### src/rtl/wash_pay_pkg.sv
// Shared types and coin decoding for the wash-machine payment front-end.
package wash_pay_pkg;

    typedef enum logic [2:0] {
        IDLE,
        COLLECT,
        START,
        RUN,
        PAYOUT
    } state_t;

    localparam logic [1:0] COIN_1  = 2'b00;
    localparam logic [1:0] COIN_2  = 2'b01;
    localparam logic [1:0] COIN_5  = 2'b10;
    localparam logic [1:0] COIN_10 = 2'b11;

    function automatic logic [3:0] coin_value(input logic [1:0] code);
        case (code)
            COIN_1:  return 4'd1;
            COIN_2:  return 4'd2;
            COIN_5:  return 4'd5;
            default: return 4'd10;
        endcase
    endfunction

endpackage

### src/rtl/wash_idle_timer.sv
// Idle-cycle counter with synchronous clear/enable; tc flags the last idle cycle before timeout.
module wash_idle_timer #(
    parameter int TIMEOUT_CYC = 200
) (
    input  logic clk,
    input  logic rst_n,
    input  logic clr,
    input  logic en,
    output logic tc
);
    localparam int TIMER_W = $clog2(TIMEOUT_CYC);

    logic [TIMER_W-1:0] count;

    // NOTE: sequential state uses non-blocking assignments so every flop samples pre-edge values.
    always_ff @(posedge clk or negedge rst_n) begin
        if (!rst_n) begin
            count <= '0;
        end else if (clr) begin
            count <= '0;
        end else if (en) begin
            count <= count + 1'b1;
        end
    end

    assign tc = (count == TIMER_W'(TIMEOUT_CYC - 1));

endmodule

### src/rtl/wash_coin_acceptor.sv
// Coin payment FSM: accumulates credit, starts the washer when the price is met, returns change/refunds.
module wash_coin_acceptor
    import wash_pay_pkg::*;
#(
    parameter int PRICE_SINGLE = 10,
    parameter int PRICE_DOUBLE = 15,
    parameter int MAX_CREDIT   = 40,
    parameter int CREDIT_W     = 6,
    parameter int TIMEOUT_CYC  = 200
) (
    input  logic                CLK,
    input  logic                RST,
    input  logic                I_COIN_VLD,
    input  logic [1:0]          I_COIN_CODE,
    input  logic                I_DOUBLE_SEL,
    input  logic                I_REFUND,
    input  logic                I_DONE,
    output logic                O_START,
    output logic                O_DOUBLEWASH,
    output logic [CREDIT_W-1:0] O_CREDIT,
    output logic                O_CHANGE_VLD,
    output logic [CREDIT_W-1:0] O_CHANGE_AMT,
    output logic                O_REJECT,
    output logic                O_BUSY
);
    state_t              state_q, state_d;
    logic [CREDIT_W-1:0] credit_q, credit_d;
    logic [CREDIT_W-1:0] chg_amt_q, chg_amt_d;
    logic                start_q, start_d;
    logic                dbl_q, dbl_d;
    logic                chg_vld_q, chg_vld_d;
    logic                reject_q, reject_d;
    logic                busy_q, busy_d;
    logic                timer_clr, timer_en, timer_tc;
    logic                pay;
    logic [CREDIT_W-1:0] coin_val, new_credit, price;

    assign coin_val   = CREDIT_W'(coin_value(I_COIN_CODE));
    assign new_credit = credit_q + coin_val;
    assign price      = I_DOUBLE_SEL ? CREDIT_W'(PRICE_DOUBLE) : CREDIT_W'(PRICE_SINGLE);

    wash_idle_timer #(.TIMEOUT_CYC(TIMEOUT_CYC)) u_idle_timer (
        .clk   (CLK),
        .rst_n (RST),
        .clr   (timer_clr),
        .en    (timer_en),
        .tc    (timer_tc)
    );

    // NOTE: every signal written here gets a default first, so no path can infer a latch.
    always_comb begin
        state_d   = state_q;
        credit_d  = credit_q;
        start_d   = 1'b0;
        dbl_d     = dbl_q;
        chg_vld_d = 1'b0;
        chg_amt_d = '0;
        reject_d  = 1'b0;
        busy_d    = 1'b0;
        timer_clr = 1'b1;
        timer_en  = 1'b0;
        pay       = 1'b0;

        case (state_q)
            IDLE: begin
                if (I_COIN_VLD) begin
                    if (new_credit >= price) begin
                        pay = 1'b1;
                    end else begin
                        state_d  = COLLECT;
                        credit_d = new_credit;
                    end
                end
            end
            COLLECT: begin
                if (I_REFUND) begin
                    state_d   = PAYOUT;
                    chg_vld_d = 1'b1;
                    chg_amt_d = credit_q;
                    credit_d  = '0;
                    reject_d  = I_COIN_VLD;
                end else if (I_COIN_VLD && new_credit >= price) begin
                    pay = 1'b1;
                end else if (I_COIN_VLD && new_credit <= CREDIT_W'(MAX_CREDIT)) begin
                    credit_d = new_credit;
                end else begin
                    // Over-limit coins bounce and count as idle time.
                    reject_d = I_COIN_VLD;
                    if (timer_tc) begin
                        state_d   = PAYOUT;
                        chg_vld_d = 1'b1;
                        chg_amt_d = credit_q;
                        credit_d  = '0;
                    end else begin
                        timer_clr = 1'b0;
                        timer_en  = 1'b1;
                    end
                end
            end
            START: begin
                state_d  = RUN;
                busy_d   = 1'b1;
                reject_d = I_COIN_VLD;
            end
            RUN: begin
                reject_d = I_COIN_VLD;
                if (I_DONE) begin
                    state_d = IDLE;
                    dbl_d   = 1'b0;
                end else begin
                    busy_d = 1'b1;
                end
            end
            PAYOUT: begin
                state_d  = IDLE;
                reject_d = I_COIN_VLD;
            end
            default: begin
                state_d  = IDLE;
                credit_d = '0;
                dbl_d    = 1'b0;
            end
        endcase

        if (pay) begin
            state_d   = START;
            start_d   = 1'b1;
            dbl_d     = I_DOUBLE_SEL;
            credit_d  = '0;
            chg_vld_d = (new_credit != price);
            chg_amt_d = new_credit - price;
        end
    end

    always_ff @(posedge CLK or negedge RST) begin
        if (!RST) begin
            state_q   <= IDLE;
            credit_q  <= '0;
            chg_amt_q <= '0;
            start_q   <= 1'b0;
            dbl_q     <= 1'b0;
            chg_vld_q <= 1'b0;
            reject_q  <= 1'b0;
            busy_q    <= 1'b0;
        end else begin
            state_q   <= state_d;
            credit_q  <= credit_d;
            chg_amt_q <= chg_amt_d;
            start_q   <= start_d;
            dbl_q     <= dbl_d;
            chg_vld_q <= chg_vld_d;
            reject_q  <= reject_d;
            busy_q    <= busy_d;
        end
    end

    assign O_START      = start_q;
    assign O_DOUBLEWASH = dbl_q;
    assign O_CREDIT     = credit_q;
    assign O_CHANGE_VLD = chg_vld_q;
    assign O_CHANGE_AMT = chg_amt_q;
    assign O_REJECT     = reject_q;
    assign O_BUSY       = busy_q;

endmodule

### config.mk
export PLATFORM = sky130hd
export DESIGN_NAME = wash_coin_acceptor
export DESIGN_NICKNAME = d
export VERILOG_FILES = /design/src/rtl/wash_pay_pkg.sv /design/src/rtl/wash_idle_timer.sv /design/src/rtl/wash_coin_acceptor.sv
export SDC_FILE = /design/constraint.sdc
export NUM_CORES = 1
export LEC_CHECK = 0
export CAP_MARGIN = 10
export CELL_PAD_IN_SITES_DETAIL_PLACEMENT = 1
export CELL_PAD_IN_SITES_GLOBAL_PLACEMENT = 1
export CORE_MARGIN = 2
export CORE_UTILIZATION = 41
export DETAILED_ROUTE_END_ITERATION = 7
export GPL_TIMING_DRIVEN = 1
export PLACE_DENSITY_LB_ADDON = 0.1
export SLEW_MARGIN = 20
export SYNTH_ARGS = -nofsm -noshare
export SYNTH_HDL_FRONTEND = slang
export SYNTH_HIERARCHICAL = 1
export SYNTH_SLANG_ARGS = --single-unit
### constraint.sdc
create_clock -name CLK -period 3.57 [get_ports CLK]
set_input_delay 0.357 -clock CLK [delete_from_list [all_inputs] [get_ports CLK]]
set_output_delay 0.357 -clock CLK [all_outputs]
set_load 0.005 [all_outputs]
### Word-level counts from Yosys, hierarchy flattened

Cells that the tools add are included.
W data, S select, Z words.

* bits of input ports: 8
* bits in registers: 28
* logic and storage cells: 98
* output and inout port bits: 17

* muxes and demuxes: 57
* add/sub/neg operators: 3
* reduce and logical (&&, ||, !) cells: 10
* equality and inequality tests: 17
* order comparisons: 2

Operators with widths (number)
* $mux W6: 13
* $mux W3: 9
* $mux W1: 26
* $pmux W6 S3: 1
* $mux W8: 2
* $ne A4 B4 Y1 const B: 3
* $pmux W3 S4: 1
* $pmux W4 S3: 1
* $ne A3 B3 Y1 const B: 3
* $add A8 B1 Y8 const B: 1
* $eq A8 B8 Y1 const B: 1
* $pmux W1 S2: 4
* $add A6 B4 Y6: 1
* $eq A3 B2 Y1 const B: 2
* $ge A6 B4 Y1: 1
* $le A6 B6 Y1 const B: 1
* $ne A6 B4 Y1: 1
* $reduce_and A6 Y1: 1
* $sub A6 B4 Y6: 1
* $ne A5 B5 Y1 const B: 1
* $reduce_and A5 Y1: 1
* $ne A2 B1 Y1 const B: 2
* $reduce_or A4 Y1: 1
* $eq A3 B1 Y1 const B: 1
* other kinds (9): 10

### Longest topological paths before layout

* depth after elaboration: 11
* depth in mapped cells: 12
* depth with buffers taken out: 12

### Modules after synthesis

The synthesis kept the hierarchy.

Modules (own cells, without submodules)
* wash_coin_acceptor: seq. area each 500.5 um^2, area each 1288.7 um^2, cells each 132, instances 1
* wash_idle_timer: seq. area each 200.2 um^2, area each 405.4 um^2, cells each 39, instances 1

### Worst setup path after synthesis

OpenSTA, ideal clock, no wires.

* path kind: register -> register
* start point: register credit_q[0] (netlist: O_CREDIT[0])
* end point: register credit_q[4] (netlist: O_CREDIT[4])
* arrival time: 2.805 ns
* setup time: 0.066 ns
* path slack: 0.699 ns
* data required time: 3.504 ns
* period minus slack after synthesis: 2.871 ns
* buffers on the path: 0
* stages on the path, launching flop included: 11
* path through: dfrtp_1 ha_1 fa_1 xor2_1 ha_1 a21oi_1 a211oi_2 o311ai_4 inv_2 o31ai_4 and2_1

* cells in the longest elaborated chain, start to end: 8
* elaborated cells on any way between the ends: 23
* those cells by class: add/sub: 1; order compare: 2; eq/ne: 5; mux: 12; reduce/logical: 3

RTL lines
* from (decl): RTL line wash_coin_acceptor.sv:27 `logic [CREDIT_W-1:0] credit_q, credit_d;`
* from (signal assigned): RTL line wash_coin_acceptor.sv:147 `credit_q <= credit_d;`
* $add A6 B4 Y6 (*): RTL line wash_coin_acceptor.sv:39 `assign new_credit = credit_q + coin_val;`
* $ge A6 B4 Y1 (*): RTL line wash_coin_acceptor.sv:67, wash_coin_acceptor.sv:82
* $logic_and A1 B1 Y1: RTL line wash_coin_acceptor.sv:82 `end else if (I_COIN_VLD && new_credit >= price) begin`
* $mux W1: RTL line wash_coin_acceptor.sv:82
* $mux W1: RTL line wash_coin_acceptor.sv:76 `if (I_REFUND) begin`
* $pmux W1 S2 (*): RTL line wash_coin_acceptor.sv:64 `case (state_q)`
* net pay: RTL line wash_coin_acceptor.sv:35 `logic pay;`
* $ne A5 B5 Y1 (no line), or another cell as far along
* $reduce_and A5 Y1 (no line)

The timed path passes the listed nets; every way through them passes the cells marked *. The select of a mux whose other input is x is not followed.
A chain may end at the register's enable or synchronous reset.

### Worst setup path after layout

* start point: input port I_COIN_CODE[0]
* end point: register credit_q[5] (netlist: O_CREDIT[5])

* cells in the longest elaborated chain, start to end: 10
* elaborated cells on any way between the ends: 27
* those cells by class: add/sub: 1; order compare: 2; eq/ne: 7; mux: 13; reduce/logical: 4

RTL lines
* from (decl): RTL line wash_coin_acceptor.sv:14 `input logic [1:0] I_COIN_CODE,`
* $eq A2 B2 Y1, or another cell as far along: RTL line wash_pay_pkg.sv:18 `case (code)`
* $pmux W4 S3 (*): RTL line wash_pay_pkg.sv:18
* $add A6 B4 Y6 (*): RTL line wash_coin_acceptor.sv:39
* $ge A6 B4 Y1 (*): RTL line wash_coin_acceptor.sv:67, wash_coin_acceptor.sv:82
* $logic_and A1 B1 Y1: RTL line wash_coin_acceptor.sv:82
* $mux W1: RTL line wash_coin_acceptor.sv:82
* $mux W1: RTL line wash_coin_acceptor.sv:76
* $pmux W1 S2 (*): RTL line wash_coin_acceptor.sv:64
* net pay: RTL line wash_coin_acceptor.sv:35
* $ne A5 B5 Y1 (no line), or another cell as far along
* $reduce_and A5 Y1 (no line)

Marked as above.

==> impl_metrics.py <==
metrics = {
    "die": {
        "core_um2": 4000,
        "die_h_um": 68.3,
        "io_pins": 25,
        "die_w_um": 68.3,
        "dieArea_um2": 4660,
        "std_cell_rows": 23,
        "start_util_pct": 42.4,
    },
    "synthesis": {
        "synth_area_leaders": "dfrtp_1, ha_1, a21oi_1, nor2_1, o311ai_4",
        "synth_enable_flop_cells": 0,
        "synth-async-reset-ratio_pct": 100,
        "ys_seq_elements": 28,
        "yosys.area.top_type": "dfrtp_1",
        "yosys.cell_count.top_type": "dfrtp_1",
        "synthTopCellsByCount": "dfrtp_1, nor2_1, a21oi_1, nand2_1, inv_1",
        "synthesis.nets": 188,
        "ys_types": 52,
        "yosysTopAreaCellShare_pct": 41.4,
        "yosysWarnings": 6,
        "netlist_instances": 171,
        "syn_area_per_cell_um2": 9.91,
        "yosysSeqAreaShare_pct": 41.4,
        "synth_flop_cell": "dfrtp_1",
        "synth_area_um2": 1690,
    },
    "timing": {
        "timing.final.ws_setup_ps": 208,
        "final-max-slew-violation-count": 0,
        "hold_violations": 0,
        "setup_violations": 0,
        "rsz0062_at_grt": "false",
        "maxClockFrequency_mhz": 297,
        "skew_ps": 3.64,
        "worst_pin_slew_ps": 578,
        "relSlewSlack_pct": 61.2,
        "min_period_ps": 3360,
        "fin_crit_sh_pct": 94.2,
        "whs_ps": 456,
    },
    "detailed_routing": {
        "viasPerCell": 5.92,
        "ant_nets": 0,
        "route.detailed.drc": 0,
        "dr.pass1.iters": 4,
        "drt_iter0_drc": 70,
        "num_vias": 1469,
        "wl_per_cell_um": 18.6,
        "wirelength_um": 4600,
    },
    "clocking": {
        "clk_pin_slew_worst_paths_ps": 100,
        "root_buffer": "clkbuf_8",
        "cts_hold_buf": 0,
        "numClockSinks": 28,
        "cts_tree": "done",
        "htreeDepth": 1,
        "clockBufferDepth": 2,
        "cts_made_buffers": 3,
        "post_cts_buffers": 0,
        "clock_latency_ps": 280,
        "cts-resized-gates": 0,
    },
    "place": {
        "io_buffers": 24,
        "dp_hpwl_um": 3480,
        "place.gp.congestion": 0.848,
        "pre_cts_ws_ps": -39.6,
    },
    "global_routing": {
        "grt_max_degree": 29,
        "antenna_found_initial": 0,
        "grt_overflow": 0,
        "grt_pass1_vias": 1478,
        "grt_pass1_wl_um": 7580,
        "track_usage_pct": 21.9,
    },
    "final_layout": {
        "drive_gt1_share_pct": 10.1,
        "fill_cells": 462,
        "syn2layout_area_growth_pct": 22.4,
        "layout.nets": 216,
        "diodes": 0,
    },
    "power_and_ir_drop": {
        "p_per_area_nw_per_um2": 623,
        "ir_worst_vdd_uv": 323,
        "leakage_nw": 0.854,
    },
    "setup_path": {
        "start_kind": "primary input",
        "path_class": "primary input to flop",
        "crit_path_end_kind": "flop",
        "cp.required_ps": 3790,
        "path_max_fanout": 6,
        "worst_ep_arrival_time_ps": 3590,
    },
    "run": {
        "maxCapViolCount": 0,
    },
    "status": {
        "status": "complete, no violations",
    },
    "min_path": {
        "hold_class": "primary input to async pin",
    },
}
==> where the power goes <==
group / total [mW] / internal, mW / leakage (nW) / switching [mW]
registers: 0.443 / 0.383 / 0.381 / 0.0598
logic: 0.594 / 0.278 / 0.437 / 0.316
clock network: 0.255 / 0.150 / 0.0357 / 0.105
total: 1.29 / 0.812 / 0.854 / 0.480
==> through the flow <==
step / util (%) / cells / cell area (µm²) / power [mW] / setup TNS, ps
final: 51.8 / 248 / 2070 / 1.29 / 0
after CTS: 51.8 / 248 / 2070 / 1.29 / 0
after floorplan: - / 171 / 1690 / 0.803 / 0
after global routing: 51.8 / 248 / 2070 / 1.37 / 0
after detailed placement: 50.0 / 244 / 2000 / 1.04 / -190
after global placement: 50.0 / 244 / 2000 / 1.02 / 0
==> per-layer routing <==
| layer | vias up | share of wire (%) | track usage [%] |
|---|---|---|---|
| li1 | 681 | - | - |
| met3 | 2 | 4.1 | 4.11 |
| met5 | - | 0 | 0 |
| met1 | 752 | 47 | 30.6 |
| met2 | 34 | 48 | 35.6 |
| met4 | 0 | 0.46 | 3.75 |
==> worst max-delay path, cell delays in order <==
cell             delay (ps)
clkdlybuf4s50_1         480
inv_1                    50
ha_1                    230
fa_1                    420
xor2_1                  320
ha_1                    340
a21oi_1                 230
a211oi_2                140
o311ai_4                330
inv_2                   120
o31ai_4                 370
and2_1                  180
==> flip-flops by register name, indices dropped and copies added (netlist names) <==
| name | flops |
|---|---|
| u_idle_timer/count | 8 |
| O_BUSY | 1 |
| state_q | 3 |
| O_CREDIT | 6 |
| O_CHANGE_VLD | 1 |
| O_DOUBLEWASH | 1 |
| O_START | 1 |
| O_CHANGE_AMT | 6 |
| O_REJECT | 1 |
==> cell type report <==
class                      instances  area, µm²  area share (%)
clock buffer                       3       41.3            1.99
clock inverter                     1       30.0            1.45
inverter                          12       45.0            2.17
multi-input combinational        126        923            44.5
sequential                        28        701            33.8
tap                               50       62.6            3.02
timing repair buffer              28        270            13.0
==> cells by family (layout without fill, tap and decap cells) <==
| kind of cell | after synthesis | in the layout | synth area share (%) |
|---|---|---|---|
| multiplexers | 1 | 1 | 0.591 |
| adder cells (fa/ha/maj) | 9 | 9 | 7.09 |
| buffers and inverters | 17 | 44 | 4.14 |
| XOR/XNOR | 9 | 9 | 4.65 |
| AO/OA/AOI/OAI | 48 | 48 | 23.9 |
| AND/OR/NAND/NOR | 59 | 59 | 18.3 |
| flip-flops | 28 | 28 | 41.4 |
==> path summary, 6_finish.rpt <==
kind / startpoint / to / cells after the start / slack, ps
hold / removal: RST / O_CREDIT[4] / 2 / 460
max in group asynchronous: RST / u_idle_timer/count[2] / 2 / 2850
hold reg to reg: O_CREDIT[2] / O_CHANGE_AMT[2] / 2 / 570
setup / recovery: I_COIN_CODE[0] / O_CREDIT[5] / 12 / 210
setup reg to reg: O_CREDIT[0] / O_CREDIT[5] / 10 / 350
min in group CLK: O_CREDIT[2] / O_CHANGE_AMT[2] / 2 / 570
==> cells in the final DEF (no fill, tap or decap), drive strengths merged, types with 5 or more instances in the layout <==
cell type / instances
dfrtp: 28
ha: 8
nor3: 7
a21oi: 12
xor2: 5
nand2: 12
clkdlybuf4s50: 24
o21ai: 10
nor2: 15
inv: 12
No activity file was read; power rests on OpenSTA's default activity.
